### config.mk
export PLATFORM = sky130hd
export DESIGN_NAME = uart_rx
export DESIGN_NICKNAME = d
export VERILOG_FILES = /design/src/rtl/uart_rx.sv
export SDC_FILE = /design/constraint.sdc
export NUM_CORES = 1
export LEC_CHECK = 0
export CORE_ASPECT_RATIO = 1.2
export CORE_MARGIN = 1.5
export CORE_UTILIZATION = 54
export CTS_CLUSTER_DIAMETER = 30
export DETAILED_ROUTE_END_ITERATION = 16
export GPL_TIMING_DRIVEN = 0
export PLACE_DENSITY_LB_ADDON = 0.3
export SLEW_MARGIN = 20
export SYNTH_ARGS = -nofsm -noshare
export SYNTH_HDL_FRONTEND = slang
export SYNTH_SLANG_ARGS = --single-unit
### constraint.sdc
create_clock -name clk -period 1.6 [get_ports clk]
set_input_delay 0.32 -clock clk [delete_from_list [all_inputs] [get_ports clk]]
set_output_delay 0.32 -clock clk [all_outputs]
set_load 0.02 [all_outputs]
### src/rtl/uart_rx.sv
// uart_rx: 8N1 serial receiver, LSB first, mid-bit sampling.
// The serial line is asynchronous and passes through a two-flop synchronizer.
// A single FSM then tracks the start bit, the eight data bits and the stop bit.
// Each accepted byte is announced with a one-cycle rx_valid pulse.
// A low stop bit raises a one-cycle frame_err pulse instead.
// After a framing error the receiver waits for the line to return high.
// This stops a held-low break condition from looking like a stream of start bits.

module uart_rx #(
    parameter int CLKS_PER_BIT = 16
) (
    input  logic       clk,
    input  logic       rst,
    input  logic       rx_serial,
    output logic [7:0] rx_data,
    output logic       rx_valid,
    output logic       rx_busy,
    output logic       frame_err
);

    // Counter spans 0..CLKS_PER_BIT-1; half-bit point is used to validate the start bit.
    localparam int CNT_W = (CLKS_PER_BIT > 2) ? $clog2(CLKS_PER_BIT) : 1;
    localparam logic [CNT_W-1:0] CNT_FULL = CNT_W'(CLKS_PER_BIT - 1);
    localparam logic [CNT_W-1:0] CNT_HALF = CNT_W'((CLKS_PER_BIT / 2) - 1);
    localparam logic [CNT_W-1:0] CNT_ONE  = CNT_W'(1);
    localparam logic [CNT_W-1:0] CNT_ZERO = CNT_W'(0);

    typedef enum logic [2:0] {
        ST_IDLE      = 3'd0,
        ST_START     = 3'd1,
        ST_DATA      = 3'd2,
        ST_STOP      = 3'd3,
        ST_WAIT_HIGH = 3'd4
    } state_t;

    // Synchronizer stages: both reset to the idle-line level so reset never fakes a start bit.
    logic             sync1_r;
    logic             rx_s_r;

    // Receiver state.
    state_t           state_r;
    logic [CNT_W-1:0] cnt_r;
    logic [2:0]       idx_r;
    logic [7:0]       shift_r;

    // Registered outputs.
    logic [7:0]       rx_data_r;
    logic             rx_valid_r;
    logic             frame_err_r;

    // Two-flop synchronizer for the asynchronous serial input.
    always_ff @(posedge clk) begin
        if (rst) begin
            sync1_r <= 1'b1;
            rx_s_r  <= 1'b1;
        end else begin
            sync1_r <= rx_serial;
            rx_s_r  <= sync1_r;
        end
    end

    // Frame FSM: bit timing, data capture and output pulses.
    always_ff @(posedge clk) begin
        if (rst) begin
            state_r     <= ST_IDLE;
            cnt_r       <= CNT_ZERO;
            idx_r       <= 3'd0;
            shift_r     <= 8'h00;
            rx_data_r   <= 8'h00;
            rx_valid_r  <= 1'b0;
            frame_err_r <= 1'b0;
        end else begin
            // The pulse outputs default low, so each pulse lasts exactly one cycle.
            rx_valid_r  <= 1'b0;
            frame_err_r <= 1'b0;

            case (state_r)
                ST_IDLE: begin
                    // A falling edge on the synchronized line may be a start bit.
                    if (rx_s_r == 1'b0) begin
                        state_r <= ST_START;
                        cnt_r   <= CNT_ZERO;
                    end else begin
                        state_r <= ST_IDLE;
                        cnt_r   <= CNT_ZERO;
                    end
                end

                ST_START: begin
                    // Re-check the line at mid start bit.
                    // This also aligns later samples to the middle of each bit.
                    if (cnt_r == CNT_HALF) begin
                        cnt_r <= CNT_ZERO;
                        if (rx_s_r == 1'b0) begin
                            state_r <= ST_DATA;
                            idx_r   <= 3'd0;
                        end else begin
                            // Line went back high: glitch, drop it silently.
                            state_r <= ST_IDLE;
                        end
                    end else begin
                        cnt_r <= cnt_r + CNT_ONE;
                    end
                end

                ST_DATA: begin
                    // One full bit period after mid start lands at mid data bit.
                    if (cnt_r == CNT_FULL) begin
                        cnt_r          <= CNT_ZERO;
                        shift_r[idx_r] <= rx_s_r;
                        if (idx_r == 3'd7) begin
                            state_r <= ST_STOP;
                        end else begin
                            idx_r <= idx_r + 3'd1;
                        end
                    end else begin
                        cnt_r <= cnt_r + CNT_ONE;
                    end
                end

                ST_STOP: begin
                    // Mid stop bit decides between a good byte and a framing error.
                    if (cnt_r == CNT_FULL) begin
                        cnt_r <= CNT_ZERO;
                        if (rx_s_r == 1'b1) begin
                            rx_data_r  <= shift_r;
                            rx_valid_r <= 1'b1;
                            state_r    <= ST_IDLE;
                        end else begin
                            frame_err_r <= 1'b1;
                            state_r     <= ST_WAIT_HIGH;
                        end
                    end else begin
                        cnt_r <= cnt_r + CNT_ONE;
                    end
                end

                ST_WAIT_HIGH: begin
                    // A break holds the line low.
                    // Only a return to idle-high re-arms start detection.
                    cnt_r <= CNT_ZERO;
                    if (rx_s_r == 1'b1) begin
                        state_r <= ST_IDLE;
                    end else begin
                        state_r <= ST_WAIT_HIGH;
                    end
                end

                default: begin
                    state_r <= ST_IDLE;
                    cnt_r   <= CNT_ZERO;
                    idx_r   <= 3'd0;
                end
            endcase
        end
    end

    // Output wiring: busy is a direct decode of the state register.
    assign rx_busy   = (state_r != ST_IDLE);
    assign rx_data   = rx_data_r;
    assign rx_valid  = rx_valid_r;
    assign frame_err = frame_err_r;

endmodule

==> summary.txt, run 1 <==
Status
  – Status: finished, violations left
  – Failing checks: negative setup slack

Cells and area
  – Final instance area: 1600 sq um
  – Area delta synth->final: 21.7%
  – Nets: 162
  – Antenna cells: 0
  – Share of cells above drive strength 1: 21.0%

Yosys
  – Syn_nets: 140
  – Register area share after synthesis: 45.7%
  – Yosys top cell by area: dfxtp_1
  – Area share of the largest cell type after synthesis: 45.7%
  – Most common cell in the netlist: dfxtp_1
  – Post-synth EDFFs: 0
  – Ys flop type: dfxtp_1
  – Top cells by count, synth: 30 x dfxtp_1, 18 x nand2_1, 11 x nand3_1, 11 x o21ai_0, 10 x mux2i_1
  – Syn_area_per_cell: 9.81 sq um
  – Async set-reset flop share out of synthesis: 0%
  – Cells after Synth: 134
  – Area contributors post-synth: dfxtp_1 46%, mux2i_1 7.6%, nand2_1 5.1%, nand3_1 4.2%, o21ai_0 4.2%
  – Number of synthesis warnings: 0
  – Mapped Area: 1320 sq um
  – Count of unique library cells instantiated by Yosys: 39
  – Register bit count reported by yosys: 30

Global route
  – Gr ovfl total: 0
  – Initial antenna violation count: 0
  – Gr usage total: 20.8%
  – Largest net degree at the start of global routing: 12
  – First-pass GRT wire length: 4010 um
  – Vias in the first global route: 924

Power and ir drop
  – Power Total: 0.00126 W
  – Pleak: 0.738 nW
  – Worst VDD drop: 0.827 mV
  – PD cells: 788 nW/um^2

Place
  – HPWL Detailed: 1760 um
  – DP Area: 1470 sq um
  – Placer Congestion: 0.760
  – I/O Buffers: 12

Critical path
  – Crit path cell chain: ha_1 > ha_1 > o21ai_0 > o311ai_2 > a31o_1
  – CP Launch Type: flip-flop
  – Crit path top cell by count: ha_1
  – Critical Path Max Stage Delay: 0.37 ns
  – CP Max Fanout: 9
  – Worst setup path category: reg2reg
  – WP data arrival: 1.82 ns
  – Critical Path RT: 1.82 ns
  – Crit. End Element: flip-flop
  – Crit path max-delay cell type: dfxtp_2

STA
  – Final period util: 100%
  – Pins Over Slew Limit: 0
  – Worst Tran Pin Value: 0.423 ns
  – Fin. Hold Viols: 0
  – Max Fclk: 0.624 GHz
  – Finish-stage setup viols: 1
  – Clk_skew: 0.00592 ns
  – Final worst slack: -0.00317 ns
  – Crit path time final: 1.60 ns
  – Worst slew margin: 71.8%

Routing
  – First-pass detailed-route iteration total: 4
  – Drc violations: 0
  – Routed WL: 2590 um
  – Antenna viol nets, final: 0
  – Vias: 1,062
  – Wire per inst: 13.8 um
  – Initial drt markers: 33
  – Vias per cell: 5.65

Clocking
  – Clk_lat worst skew: 0.32 ns
  – CTS buffer count: 5
  – CTS tree: built
  – H-tree depth: 2
  – Clock transition at path regs: 0.09 ns
  – Maximum clock path buffer count: 2
  – CTS root buffer: clkbuf_4
  – Clk sinks: 30

Flow run
  – Max-cap violation count: 0

Die
  – Initial Util: 57.0%
  – Total core area: 2310 sq um
  – Die Area: 2740 sq um
  – I/O pin cnt: 14
  – Die W: 48.1 um
  – Die Y-Extent: 57.1 um
  – Cell row count: 19

Worst hold path
  – Worst hold path class: in2reg
critical path, delay by kind of cell, from the launching register on:
| kind | cells | cell delay, ns |
|---|---|---|
| AOI/OAI and AO/OA | 3 | 0.75 |
| adders and majority gates | 2 | 0.40 |
| DFF | 1 | 0.37 |
metrics by stage:
step	worst slack [ns]	utilization, %	hold slack, ns	instances	TNS, ns
after detailed placement	-0.0966	63.9	0.423	177	-0.0989
final	-0.00317	69.4	0.337	188	-0.00317
after floorplan	0.165	-	0.389	134	0
after global routing	-0.0811	69.4	0.360	188	-0.0887
after global placement	-0.0841	63.9	0.394	177	-0.0841
after CTS	0.00662	65.8	0.330	183	0
cells by family after synthesis:
kind of cell             Yosys count  synth area share (%)
AND/OR/NAND/NOR                   59                  28.0
adder cells (fa/ha/maj)            3                  2.85
AO/OA/AOI/OAI                     18                  8.85
buffers and inverters             11                  5.04
multiplexers                      10                  7.61
flip-flops                        30                  45.7
XOR/XNOR                           3                  2.00
timing repair:
action	4_1_cts	5_1_grt
pin swaps	1	1
cloned	0	0
buffers inserted	0	5
resized for setup	11	13
hold buffers	0	0
endpoints found under the setup margin	6	24
where the power goes:
part           switching, W  internal (W)  leakage [nW]
registers        0.00000757      0.000748         0.245
clock network      0.000247      0.000213        0.0353
logic             0.0000276     0.0000183         0.458
total              0.000282      0.000979         0.738
per-layer routing:
metal	global-route usage [%]	wire length (um)
met1	24.0	1040
met2	32.6	1360
met3	9.49	147
met4	8.11	42
met5	0	0
registers in the layout, indices dropped and copies added (netlist names):
| name | count |
|---|---|
| sync1_r | 1 |
| cnt_r | 4 |
| shift_r | 8 |
| rx_s_r | 1 |
| idx_r | 3 |
| rx_data | 8 |
| frame_err | 1 |
| rx_valid | 1 |
| state_r | 3 |
final timing paths:
kind | end | slack [ns] | start | depth (start not counted)
setup / recovery | idx_r[0]$_SDFFE_PP0P_ | -0.003 | idx_r[1]$_SDFFE_PP0P_ | 5
hold reg to reg | rx_s_r$_SDFF_PP1_ | 0.45 | sync1_r$_SDFF_PP1_ | 1
setup reg to reg | idx_r[0]$_SDFFE_PP0P_ | -0.003 | idx_r[1]$_SDFFE_PP0P_ | 5
hold / removal | rx_valid$_SDFF_PP0_ | 0.34 | rst | 2
cells in the final DEF (no fill, tap or decap), drive strengths merged, types with 4 or more instances in the layout:
cell type	instances
buf	10
clkbuf	10
dfxtp	30
dlygate4sd2	4
dlymetal6s2s	4
mux2i	10
nand2	18
nand3	12
nor2	5
o21ai	12
layout make-up:
| class | count | area [sq um] |
|---|---|---|
| clock buffers | 7 | 55.1 |
| well taps | 31 | 38.8 |
| fillers | 191 | 706 |
| repair buffers | 17 | 164 |
| clock inverters | 1 | 5.00 |
| flip-flops and latches | 30 | 611 |
| multi-input cells | 93 | 673 |
| plain buffers | 7 | 46.3 |
| inverters | 2 | 7.51 |
No activity file was read; power rests on OpenSTA's default activity.
==> run 2: changes to the inputs <==
- GPL_ROUTABILITY_DRIVEN: not set -> 0
==> results of run 2 <==
Final layout, timing and power as in run 1 (identical DEF).
==> run 3: changes to the inputs <==
- CORE_MARGIN: 1.5 -> 2
==> run 3 against run 2 <==
The run now ends clean. Count of clock-buffer cells in the layout is 1 lower. Fmax rose by 2.1%. Global-route usage up 0.37 points. Largest cell class unchanged.
==> summary.txt, run 3 (synthesis gave the netlist of run 1 again) <==
STA
  – Worst slew margin: 69.8% (-2.0 points)
  – Pins Over Slew Limit: 0 (unchanged)
  – RSZ-0062 raised after global routing: no
  – Worst Tran Pin Value: 0.453 ns (+0.0300 ns)
  – Max Fclk: 0.637 GHz (+2.1%)
  – Setup TNS: 0 ns (+0.00317 ns)
  – Clk_skew: 0.00483 ns (-0.00109 ns)
  – Final period util: 98.1% (-2.1 points)
  – Finish-stage setup viols: 0 (-1)
  – Fin. Hold Viols: 0 (unchanged)
  – Crit path time final: 1.57 ns (-0.0332 ns)

Global route
  – Gr ovfl total: 0 (unchanged)
  – Gr usage total: 21.2% (+0.37 points)
  – Largest net degree at the start of global routing: 12 (unchanged)
  – First-pass GRT wire length: 4600 um (+15%)
  – Vias in the first global route: 1,059 (+15%)
  – Initial antenna violation count: 0 (unchanged)

Die
  – Cell row count: 19 (unchanged)
  – Die Area: 2850 sq um (+3.9%)
  – I/O pin cnt: 14 (unchanged)
  – Initial Util: 57.0% (unchanged)
  – Total core area: 2310 sq um (unchanged)
  – Die W: 49.1 um (+2.1%)
  – Die Y-Extent: 58.1 um (+1.8%)

Cells and area
  – Non-Filler Instances: 186 (-1.1%)
  – Nets: 160 (-1.2%)
  – Area delta synth->final: 23.6%
  – Core Util, Final: 70.5% (+1.1 points)
  – Commonest non-fill, non-tap cells in the layout: 24 x dfxtp_1, 18 x nand2_1, 11 x nand3_1, 10 x mux2i_1, 10 x o21ai_0
  – Most common cell after layout, fill and taps aside: dfxtp_1
  – Share of cells above drive strength 1: 21.9% (+0.92 points)
  – Fillers: 187 (-2.1%)
  – Antenna cells: 0 (unchanged)
  – Final instance area: 1630 sq um (+1.6%)

Routing
  – Antenna viol nets, final: 0 (unchanged)
  – First-pass detailed-route iteration total: 4 (unchanged)
  – Vias per cell: 5.56 (-1.5%)
  – Routed WL: 2660 um (+2.5%)
  – Wire per inst: 14.3 um (+3.6%)
  – Vias: 1,035 (-2.5%)
  – Initial drt markers: 8 (-76%)
  – Drc violations: 0 (unchanged)

Critical path
  – Worst path depth: 2 (-3)
  – R2R Path Start: cnt_r[0]$_SDFF_PP0_
  – Crit path cell chain: or3_4 > buf_6
  – Critical Path RT: 1.28 ns (-0.54 ns)
  – Worst Path Buf+Inv: 1 (+1)
  – CP Max Fanout: 10 (+1)
  – Kind of cell adding the most delay to the critical path: flip-flops
  – CP startpoint: state_r[0]$_SDFFE_PP0P_
  – Reg2reg setup slack: 0.10 ns (+0.10 ns)
  – Crit path max-delay cell type: dfxtp_4
  – Critical Path Max Stage Delay: 0.39 ns (+0.02 ns)
  – WP data arrival: 1.25 ns (-0.57 ns)
  – CP Launch Type: flip-flop
  – Worst setup path category: reg2out
  – Crit. End Element: primary output
  – R2R Path End: shift_r[4]$_SDFFE_PP0P_
  – Critical Path End: rx_busy
  – Reg2Reg Depth: 6 (+1)

Status
  – Status: finished clean

Power and ir drop
  – Pleak: 0.733 nW (-0.69%)
  – PD cells: 983 nW/um^2 (+25%)
  – Power Total: 0.00160 W (+27%)
  – Worst VDD drop: 0.874 mV (+5.7%)

Clocking
  – Maximum clock path buffer count: 2 (unchanged)
  – Cts hold-fix bufs: 0 (unchanged)
  – Clock transition at path regs: 0.10 ns (about the same)
  – CTS root buffer: clkbuf_4
  – Clk_lat worst skew: 0.33 ns (about the same)
  – Clk sinks: 30 (unchanged)
  – CTS buffer count: 5 (unchanged)
  – CTS tree: built
  – H-tree depth: 2 (unchanged)

Worst hold path
  – Worst hold path class: in2reg

Place
  – DP Area: 1470 sq um (unchanged)
  – I/O Buffers: 12 (unchanged)
  – HPWL Detailed: 1860 um (+5.8%)
  – Placed insts: 177 (unchanged)

Flow run
  – Max-cap violation count: 0 (unchanged)
==> run 3: cell count changes in the layout (fill, tap and decap cells not counted) <==
cell,change
clkbuf_1,-1
dlymetal6s2s_1,-2
dfxtp_2,+2
o21ai_0,-1
buf_4,-1
clkinv_2,-1
dfxtp_1,-2
dlygate4sd2_1,+4
o21ai_1,+1
clkdlybuf4s50_1,-2
buf_6,-1
bufinv_16,+2
==> run 3: worst min-delay path by stage <==
stage,to,start,slack [ns],depth (start not counted)
after global placement,rx_s_r$_SDFF_PP1_,sync1_r$_SDFF_PP1_,0.40,1
after global routing,rx_valid$_SDFF_PP0_,rst,0.37,2
final,rx_valid$_SDFF_PP0_,rst,0.34,2
after floorplan,rx_s_r$_SDFF_PP1_,sync1_r$_SDFF_PP1_,0.39,1
after detailed placement,rx_s_r$_SDFF_PP1_,sync1_r$_SDFF_PP1_,0.40,1
after CTS,rx_valid$_SDFF_PP0_,rst,0.34,2
==> run 3: timing repair <==
item	4_1_cts	5_1_grt
setup endpoints to repair	12	18
resized for setup	19	10
setup buffers	4	0
pin swaps	1	1
==> run 3: routing by layer <==
metal  global-route usage [%]  part of all wire, %
met1                     22.1                   41
met2                     40.3                   55
met3                     3.87                  2.9
met4                     11.0                  1.8
met5                        0                    0
==> run 3: power by group <==
group | switching (W) | internal (W)
registers | 0.00000740 | 0.000748
clock network | 0.000268 | 0.000529
logic | 0.0000266 | 0.0000183
total | 0.000302 | 0.00130
==> run 3: final cells by class <==
| type | instances | area (sq um) | area share (%) |
|---|---|---|---|
| Clock buffer | 6 | 51.3 | 3.16 |
| Inverter | 2 | 7.51 | 0.462 |
| Buffer | 6 | 35.0 | 2.16 |
| Tap cell | 31 | 38.8 | 2.39 |
| Timing Repair Buffer | 16 | 146 | 9.01 |
| Clock inverter | 2 | 60.1 | 3.70 |
| Multi-Input combinational cell | 93 | 673 | 41.4 |
| Sequential cell | 30 | 613 | 37.7 |
==> run 3: metrics by stage <==
stage               setup WS (ns)  hold WS (ns)
floorplan                   0.165         0.389
global placement          -0.0846         0.396
detailed placement         -0.120         0.405
CTS                       0.00288         0.341
global route              0.00168         0.373
finish                     0.0300         0.339
